## src/rtl/spi_regfile_periph.sv

```systemverilog
`default_nettype none
// ============================================================================
//  Module   : spi_regfile_periph
//  Purpose  : SPI mode-0 peripheral exposing NUM_REGS configuration registers
//             with write and read-back. All SPI pins are synchronised into the
//             clk domain; nothing is clocked by sclk.
//  Ports    : clk, rst_n (async, active-low)
//             sclk, copi, cs_n      - SPI pins from the controller (async)
//             cipo, cipo_oe         - read data out and its drive enable
//             regs_flat             - register r at [r*DATA_W +: DATA_W]
//             wr_strobe, wr_addr    - one-cycle pulse and address per commit
//             frame_err             - one-cycle pulse on an aborted frame
//  Frame    : MSB first, {rw(1=write), addr[ADDR_W], data[DATA_W]}
//  Revision : 1.0 - initial release
// ============================================================================
module spi_regfile_periph #(
  parameter int NUM_REGS    = 5,
  parameter int ADDR_W      = 7,
  parameter int DATA_W      = 8,
  parameter int SYNC_STAGES = 2
) (
  input  logic                         clk,
  input  logic                         rst_n,
  input  logic                         sclk,
  input  logic                         copi,
  input  logic                         cs_n,
  output logic                         cipo,
  output logic                         cipo_oe,
  output logic [NUM_REGS*DATA_W-1:0]   regs_flat,
  output logic                         wr_strobe,
  output logic [ADDR_W-1:0]            wr_addr,
  output logic                         frame_err
);

  localparam int                  c_cnt_max   = (ADDR_W > DATA_W) ? ADDR_W : DATA_W;
  localparam int                  c_cnt_w     = $clog2(c_cnt_max + 1);
  localparam logic [ADDR_W:0]     c_num_regs  = (ADDR_W + 1)'(NUM_REGS);
  localparam logic [c_cnt_w-1:0]  c_last_cmd  = c_cnt_w'(ADDR_W);
  localparam logic [c_cnt_w-1:0]  c_last_data = c_cnt_w'(DATA_W - 1);

  typedef enum logic [1:0] {
    S_IDLE = 2'd0,
    S_CMD  = 2'd1,
    S_DATA = 2'd2,
    S_DONE = 2'd3
  } state_t;

  // --------------------------------------------------------------------------
  // Synchronisers and registered edge pulses
  // --------------------------------------------------------------------------
  logic [SYNC_STAGES-1:0] r_sclk_sync, r_copi_sync, r_cs_sync;
  logic                   r_sclk_prev, r_cs_prev, r_copi_d;
  logic                   r_sclk_rise, r_sclk_fall, r_cs_fall, r_cs_rise;

  always_ff @(posedge clk or negedge rst_n) begin
    if (!rst_n) begin
      r_sclk_sync <= '0;
      r_copi_sync <= '0;
      // cs_n resets to the selected level: if the pin is still low when reset
      // releases, no false falling edge is seen, so a frame interrupted by
      // reset cannot resume and a fresh cs_n fall is needed.
      r_cs_sync   <= '0;
      r_sclk_prev <= 1'b0;
      r_cs_prev   <= 1'b0;
      r_copi_d    <= 1'b0;
      r_sclk_rise <= 1'b0;
      r_sclk_fall <= 1'b0;
      r_cs_fall   <= 1'b0;
      r_cs_rise   <= 1'b0;
    end else begin
      r_sclk_sync <= {r_sclk_sync[SYNC_STAGES-2:0], sclk};
      r_copi_sync <= {r_copi_sync[SYNC_STAGES-2:0], copi};
      r_cs_sync   <= {r_cs_sync[SYNC_STAGES-2:0], cs_n};
      r_sclk_prev <= r_sclk_sync[SYNC_STAGES-1];
      r_cs_prev   <= r_cs_sync[SYNC_STAGES-1];
      // copi is delayed once more so it lines up with the registered pulses
      r_copi_d    <= r_copi_sync[SYNC_STAGES-1];
      r_sclk_rise <=  r_sclk_sync[SYNC_STAGES-1] & ~r_sclk_prev;
      r_sclk_fall <= ~r_sclk_sync[SYNC_STAGES-1] &  r_sclk_prev;
      r_cs_fall   <= ~r_cs_sync[SYNC_STAGES-1]   &  r_cs_prev;
      r_cs_rise   <=  r_cs_sync[SYNC_STAGES-1]   & ~r_cs_prev;
    end
  end

  // --------------------------------------------------------------------------
  // Frame state machine and register bank
  // --------------------------------------------------------------------------
  state_t                   r_state;
  logic [c_cnt_w-1:0]       r_cnt;
  logic [ADDR_W:0]          r_cmd;       // {rw, addr}
  logic [DATA_W-2:0]        r_data;      // data bits received so far
  logic [DATA_W-2:0]        r_rd_shift;  // read bits not yet on cipo
  logic [NUM_REGS*DATA_W-1:0] r_regs_flat;
  logic                     r_cipo, r_cipo_oe, r_wr_strobe, r_frame_err;
  logic [ADDR_W-1:0]        r_wr_addr;

  // Values including the bit being captured this cycle, so the last bit of a
  // field is usable without waiting for another sclk edge.
  logic [ADDR_W:0]          w_cmd_next;
  logic [DATA_W-1:0]        w_data_next;
  logic [DATA_W-1:0]        w_rd_data;
  logic                     w_wr_hit;

  assign w_cmd_next  = {r_cmd[ADDR_W-1:0], r_copi_d};
  assign w_data_next = {r_data, r_copi_d};
  assign w_wr_hit    = ({1'b0, r_cmd[ADDR_W-1:0]} < c_num_regs);

  // Unimplemented addresses read as zero
  always_comb begin
    w_rd_data = '0;
    for (int r = 0; r < NUM_REGS; r++) begin
      if (w_cmd_next[ADDR_W-1:0] == ADDR_W'(r)) begin
        w_rd_data = r_regs_flat[r*DATA_W +: DATA_W];
      end
    end
  end

  always_ff @(posedge clk or negedge rst_n) begin
    if (!rst_n) begin
      r_state     <= S_IDLE;
      r_cnt       <= '0;
      r_cmd       <= '0;
      r_data      <= '0;
      r_rd_shift  <= '0;
      r_regs_flat <= '0;
      r_cipo      <= 1'b0;
      r_cipo_oe   <= 1'b0;
      r_wr_strobe <= 1'b0;
      r_wr_addr   <= '0;
      r_frame_err <= 1'b0;
    end else begin
      r_wr_strobe <= 1'b0;
      r_frame_err <= 1'b0;
      case (r_state)
        S_IDLE: begin
          // An sclk rise coincident with the cs_n fall is deliberately dropped
          if (r_cs_fall) begin
            r_state <= S_CMD;
            r_cnt   <= '0;
            r_cmd   <= '0;
            r_data  <= '0;
          end
        end
        S_CMD: begin
          if (r_cs_rise) begin
            r_state     <= S_IDLE;
            r_frame_err <= 1'b1;
            r_cipo_oe   <= 1'b0;
            r_cipo      <= 1'b0;
          end else if (r_sclk_rise) begin
            r_cmd <= w_cmd_next;
            if (r_cnt == c_last_cmd) begin
              r_state <= S_DATA;
              r_cnt   <= '0;
              if (!w_cmd_next[ADDR_W]) begin
                r_cipo     <= w_rd_data[DATA_W-1];
                r_rd_shift <= w_rd_data[DATA_W-2:0];
                r_cipo_oe  <= 1'b1;
              end
            end else begin
              r_cnt <= r_cnt + c_cnt_w'(1);
            end
          end
        end
        S_DATA: begin
          if (r_cs_rise) begin
            r_state     <= S_IDLE;
            r_frame_err <= 1'b1;
            r_cipo_oe   <= 1'b0;
            r_cipo      <= 1'b0;
          end else if (r_sclk_rise) begin
            r_data <= w_data_next[DATA_W-2:0];
            if (r_cnt == c_last_data) begin
              r_state   <= S_DONE;
              r_cipo_oe <= 1'b0;
              r_cipo    <= 1'b0;
              if (r_cmd[ADDR_W] && w_wr_hit) begin
                for (int r = 0; r < NUM_REGS; r++) begin
                  if (r_cmd[ADDR_W-1:0] == ADDR_W'(r)) begin
                    r_regs_flat[r*DATA_W +: DATA_W] <= w_data_next;
                  end
                end
                r_wr_strobe <= 1'b1;
                r_wr_addr   <= r_cmd[ADDR_W-1:0];
              end
            end else begin
              r_cnt <= r_cnt + c_cnt_w'(1);
            end
          end else if (r_sclk_fall && !r_cmd[ADDR_W] && (r_cnt != '0)) begin
            // The fall right after the last address bit must not shift: the
            // MSB is still waiting to be sampled on the first data rise.
            r_cipo     <= r_rd_shift[DATA_W-2];
            r_rd_shift <= r_rd_shift << 1;
          end
        end
        S_DONE: begin
          if (r_cs_rise) begin
            r_state <= S_IDLE;
          end
        end
        default: r_state <= S_IDLE;
      endcase
    end
  end

  assign cipo      = r_cipo;
  assign cipo_oe   = r_cipo_oe;
  assign regs_flat = r_regs_flat;
  assign wr_strobe = r_wr_strobe;
  assign wr_addr   = r_wr_addr;
  assign frame_err = r_frame_err;

endmodule
`default_nettype wire

```

## config.mk

```make
export PLATFORM = sky130hd
export DESIGN_NAME = spi_regfile_periph
export DESIGN_NICKNAME = d
export VERILOG_FILES = /design/src/rtl/spi_regfile_periph.sv
export SDC_FILE = /design/constraint.sdc
export NUM_CORES = 1
export LEC_CHECK = 0
export ABC_CLOCK_PERIOD_IN_PS = 2250
export BUFFER_PORTS_ARGS = -buffer_cell sky130_fd_sc_hd__buf_2
export CAP_MARGIN = 15
export CELL_PAD_IN_SITES_DETAIL_PLACEMENT = 1
export CELL_PAD_IN_SITES_GLOBAL_PLACEMENT = 2
export CORE_ASPECT_RATIO = 0.9
export CORE_MARGIN = 2
export CORE_UTILIZATION = 36
export CTS_BUF_LIST = sky130_fd_sc_hd__clkbuf_2 sky130_fd_sc_hd__clkbuf_4 sky130_fd_sc_hd__clkbuf_8
export CTS_CLUSTER_SIZE = 40
export DETAILED_ROUTE_END_ITERATION = 8
export PLACE_DENSITY = 0.89
export SYNTH_ARGS = -nofsm -noshare
export SYNTH_HDL_FRONTEND = slang
export SYNTH_SLANG_ARGS = --single-unit
```

## constraint.sdc

```tcl
create_clock -name clk -period 2.25 [get_ports clk]
set_input_delay 0.675 -clock clk [delete_from_list [all_inputs] [get_ports clk]]
set_output_delay 0.675 -clock clk [all_outputs]
set_load 0.005 [all_outputs]
```

==> metrics.csv <==
stage,metric,value,unit
sta,max_freq,454,MHz
logic_synthesis,ys_ff_latch,92,
floorplanning,dieArea,12400,sq um
clocking,clk_pin_slew,100,ps
logic_synthesis,netlist_instances,346,
logic_synthesis,yosysMostFrequentCell,dfrtp_1,
routing,remaining_drc_errors,0,
critical_path,crit_required,2530,ps
logic_synthesis,synth_edf_count,0,
logic_synthesis,synth_largest_area_cell,dfrtp_1,
clocking,ctsLongestPathBuffers,2,
pwr,vdd_ir_drop_max,0.303,mV
placement,io_buffer_count,55,
routing,met3WireLength,554,microns
global_route,grt_usage,18.7,%
sta,slew_viol_final,0,
logic_synthesis,yosys_warnings,0,
pwr,p_total,3.95,mW
critical_path,r2r_cells,7,
sta,fin_crit,2200,ps
logic_synthesis,synth-compound-area-share,11.3,%
global_route,grt_pass1_vias,3226,
critical_path,slowest_stage,or4b_4,
sta,slew_headroom,66.6,%
critical_path,cp-end-kind,flop,
logic_synthesis,synthAdderAreaFrac,1.81,%
critical_path,start_kind,flop,
logic_synthesis,async_reset_ff_share,100,%
placement,routabilityCongestion,0.814,
routing,dr.pass1.iters,4,
logic_synthesis,avgSynthCellArea,12.0,sq um
routing,vias_per_cell,5.16,
sta,setup_tns,0,ps
critical_path,path_cells,or4b_4 -> nor4_4 -> buf_4 -> nand2b_4 -> nor3b_4 -> buf_12 -> mux2_4,
run_status,outcome,completed,
critical_path,cp.arrival,2480,ps
critical_path,critPathKind,reg2reg,
logic_synthesis,synthFlopType,dfrtp_1,
logic_synthesis,yosysSeqAreaShare,55.4,%
logic_synthesis,netlist.area_leader.share,55.4,%
floorplanning,die_w,117,microns
logic_synthesis,syn_area,4160,sq um
routing,antenna_left,0,
routing,wl_per_cell,18.6,microns
logic_synthesis,synthesis.nets,357,
sta,finalCritPeriodShare,97.9,%
global_route,antenna_found_initial,0,
sta,hold_viol,0,
critical_path,timing.rr.start,r_cmd[5],
logic_synthesis,yosys.area_share.simple,12.5,%
clocking,numCtsBuffers,9,
routing,routed.top_layer,met4,
floorplanning,core_area,11300,sq um
critical_path,path_buf_inv,2,
logic_synthesis,synth.distinct_cells,45,
routing,drt-initial-drc-count,106,
global_route,grt_max_degree,45,
hold_path,hold_path_class,in2async,
sta,skew,11.4,ps
pwr,p_leak,2.60,nW
clocking,cts_hold_buf,0,
routing,routed_wl,10900,microns
logic_synthesis,synth_top_cells_by_area,"dfrtp_1, mux2_2, mux2i_1",
routing,wl_met2,5370,microns
floorplanning,row_count,37,
logic_synthesis,synth_top_family_by_area,multiplexers,
clocking,htreeDepth,3,
pwr,power_density,773,nW/um^2
critical_path,critPathMaxStageDelay,550,ps
global_route,grt-ovfl-total,0,
floorplanning,start_util,36.6,%
clocking,cts-root-buf,clkbuf_8,
placement,dp_hpwl,7590,microns
routing,m1WireLength,4880,microns
critical_path,crit_fanout,8,
clocking,clock_latency,380,ps
floorplanning,die_h,106,microns
sta,grt_setup_unrepaired,false,
final_layout,drive_above_1_share,37.0,%
clocking,cts_tree,done,
logic_synthesis,synth_mux_area_share,16.6,%
routing,vias,3025,
final_layout,antenna_cells,0,
critical_path,rr_endpoint,regs_flat[18],
final_layout,finalNetCount,436,
global_route,grt_first_pass_wirelength,17500,microns
run,maxCapViolCount,0,
clocking,cts_sinks,92,
critical_path,r2r_slack,50,ps
logic_synthesis,synthXorXnorAreaFrac,0,%
logic_synthesis,synth_commonest_cells,"dfrtp_1, mux2_2, clkbuf_1, nand2_1, o21ai_0",
final_layout,areaGrowthSynthToFinish,22.8,%
sta,tightestPinTransition,497,ps
floorplanning,io_pins,56,
critical_path,cp_top_family,simple AND/OR/NAND/NOR gates,
sta,setup_viol_count_final,0,
-- routing by layer --
metal  vias to the layer above  GRT usage, %
met5                         -             0
met4                         0          3.78
met3                         8          5.30
met2                        70          29.5
met1                      1548          25.9
li1                       1399             -
-- cell families after synthesis --
logic type      count (synthesis)
compound gates                 71
flops                          92
buf+inv                        26
fa+ha+maj                       6
simple gates                   89
mux                            62
-- area by class of cell --
cell class	instances	area [sq um]
inverters	9	33.8
multi-input cells	228	1810
well taps	156	195
clock inverters	5	60.1
flip-flops and latches	92	2300
repair buffers	85	553
clock buffers	11	151
fillers	1227	6240
-- worst max path at each step --
stage	start	endpoint	slack, ps	cells past startpoint
after global routing	r_cmd[5]	regs_flat[21]	4	7
after floorplan	r_cnt[0]	regs_flat[16]	70	6
after CTS	r_cmd[4]	regs_flat[23]	20	6
final	r_cmd[5]	regs_flat[18]	50	7
after global placement	r_cmd[4]	regs_flat[16]	80	6
after detailed placement	r_cmd[4]	regs_flat[20]	50	6
-- cells in the final DEF (no fill, tap or decap), drive strengths merged, types with 5 or more instances in the layout --
cell type | Yosys | final
dfrtp | 92 | 92
buf | 1 | 85
mux2 | 47 | 47
nand2 | 16 | 16
o21ai | 16 | 16
nor2 | 16 | 16
a21oi | 15 | 15
a22o | 14 | 14
mux2i | 14 | 14
nor2b | 14 | 14
clkbuf | 16 | 11
inv | 9 | 9
nand2b | 7 | 7
nand3 | 7 | 7
and2 | 6 | 6
nor3 | 6 | 6
ha | 6 | 6
o22ai | 5 | 5
-- state kept, by name, indices dropped and copies added (netlist names), 2 cells and up --
name         count
r_sclk_sync      2
r_cs_sync        2
r_cmd            8
r_rd_shift       7
r_cnt            4
r_copi_sync      2
regs_flat       40
wr_addr          7
r_data           7
r_state          2
-- metrics by stage --
stage / hold WS, ps / cells / setup slack [ps] / area [sq um] / util, %
after floorplan: 331 / 346 / 70.3 / 4160 / -
after detailed placement: 336 / 568 / 49.3 / 4820 / 42.5
after CTS: 201 / 584 / 22.1 / 5040 / 44.4
final: 195 / 586 / 47.7 / 5100 / 45.0
after global routing: 204 / 586 / 3.55 / 5100 / 45.0
after global placement: 334 / 568 / 80.2 / 4820 / 42.5
-- power by group --
group	switching (mW)	internal, mW	total (mW)
combinational	0.562	0.349	0.912
sequential	0.119	1.74	1.85
clock	0.604	0.576	1.18
total	1.28	2.66	3.95
-- repair_timing --
action                     in CTS  in global routing
gates resized for setup         0                 13
setup endpoints to repair       0                 32
setup buffers                   0                  2
No activity file was read; power rests on OpenSTA's default activity.
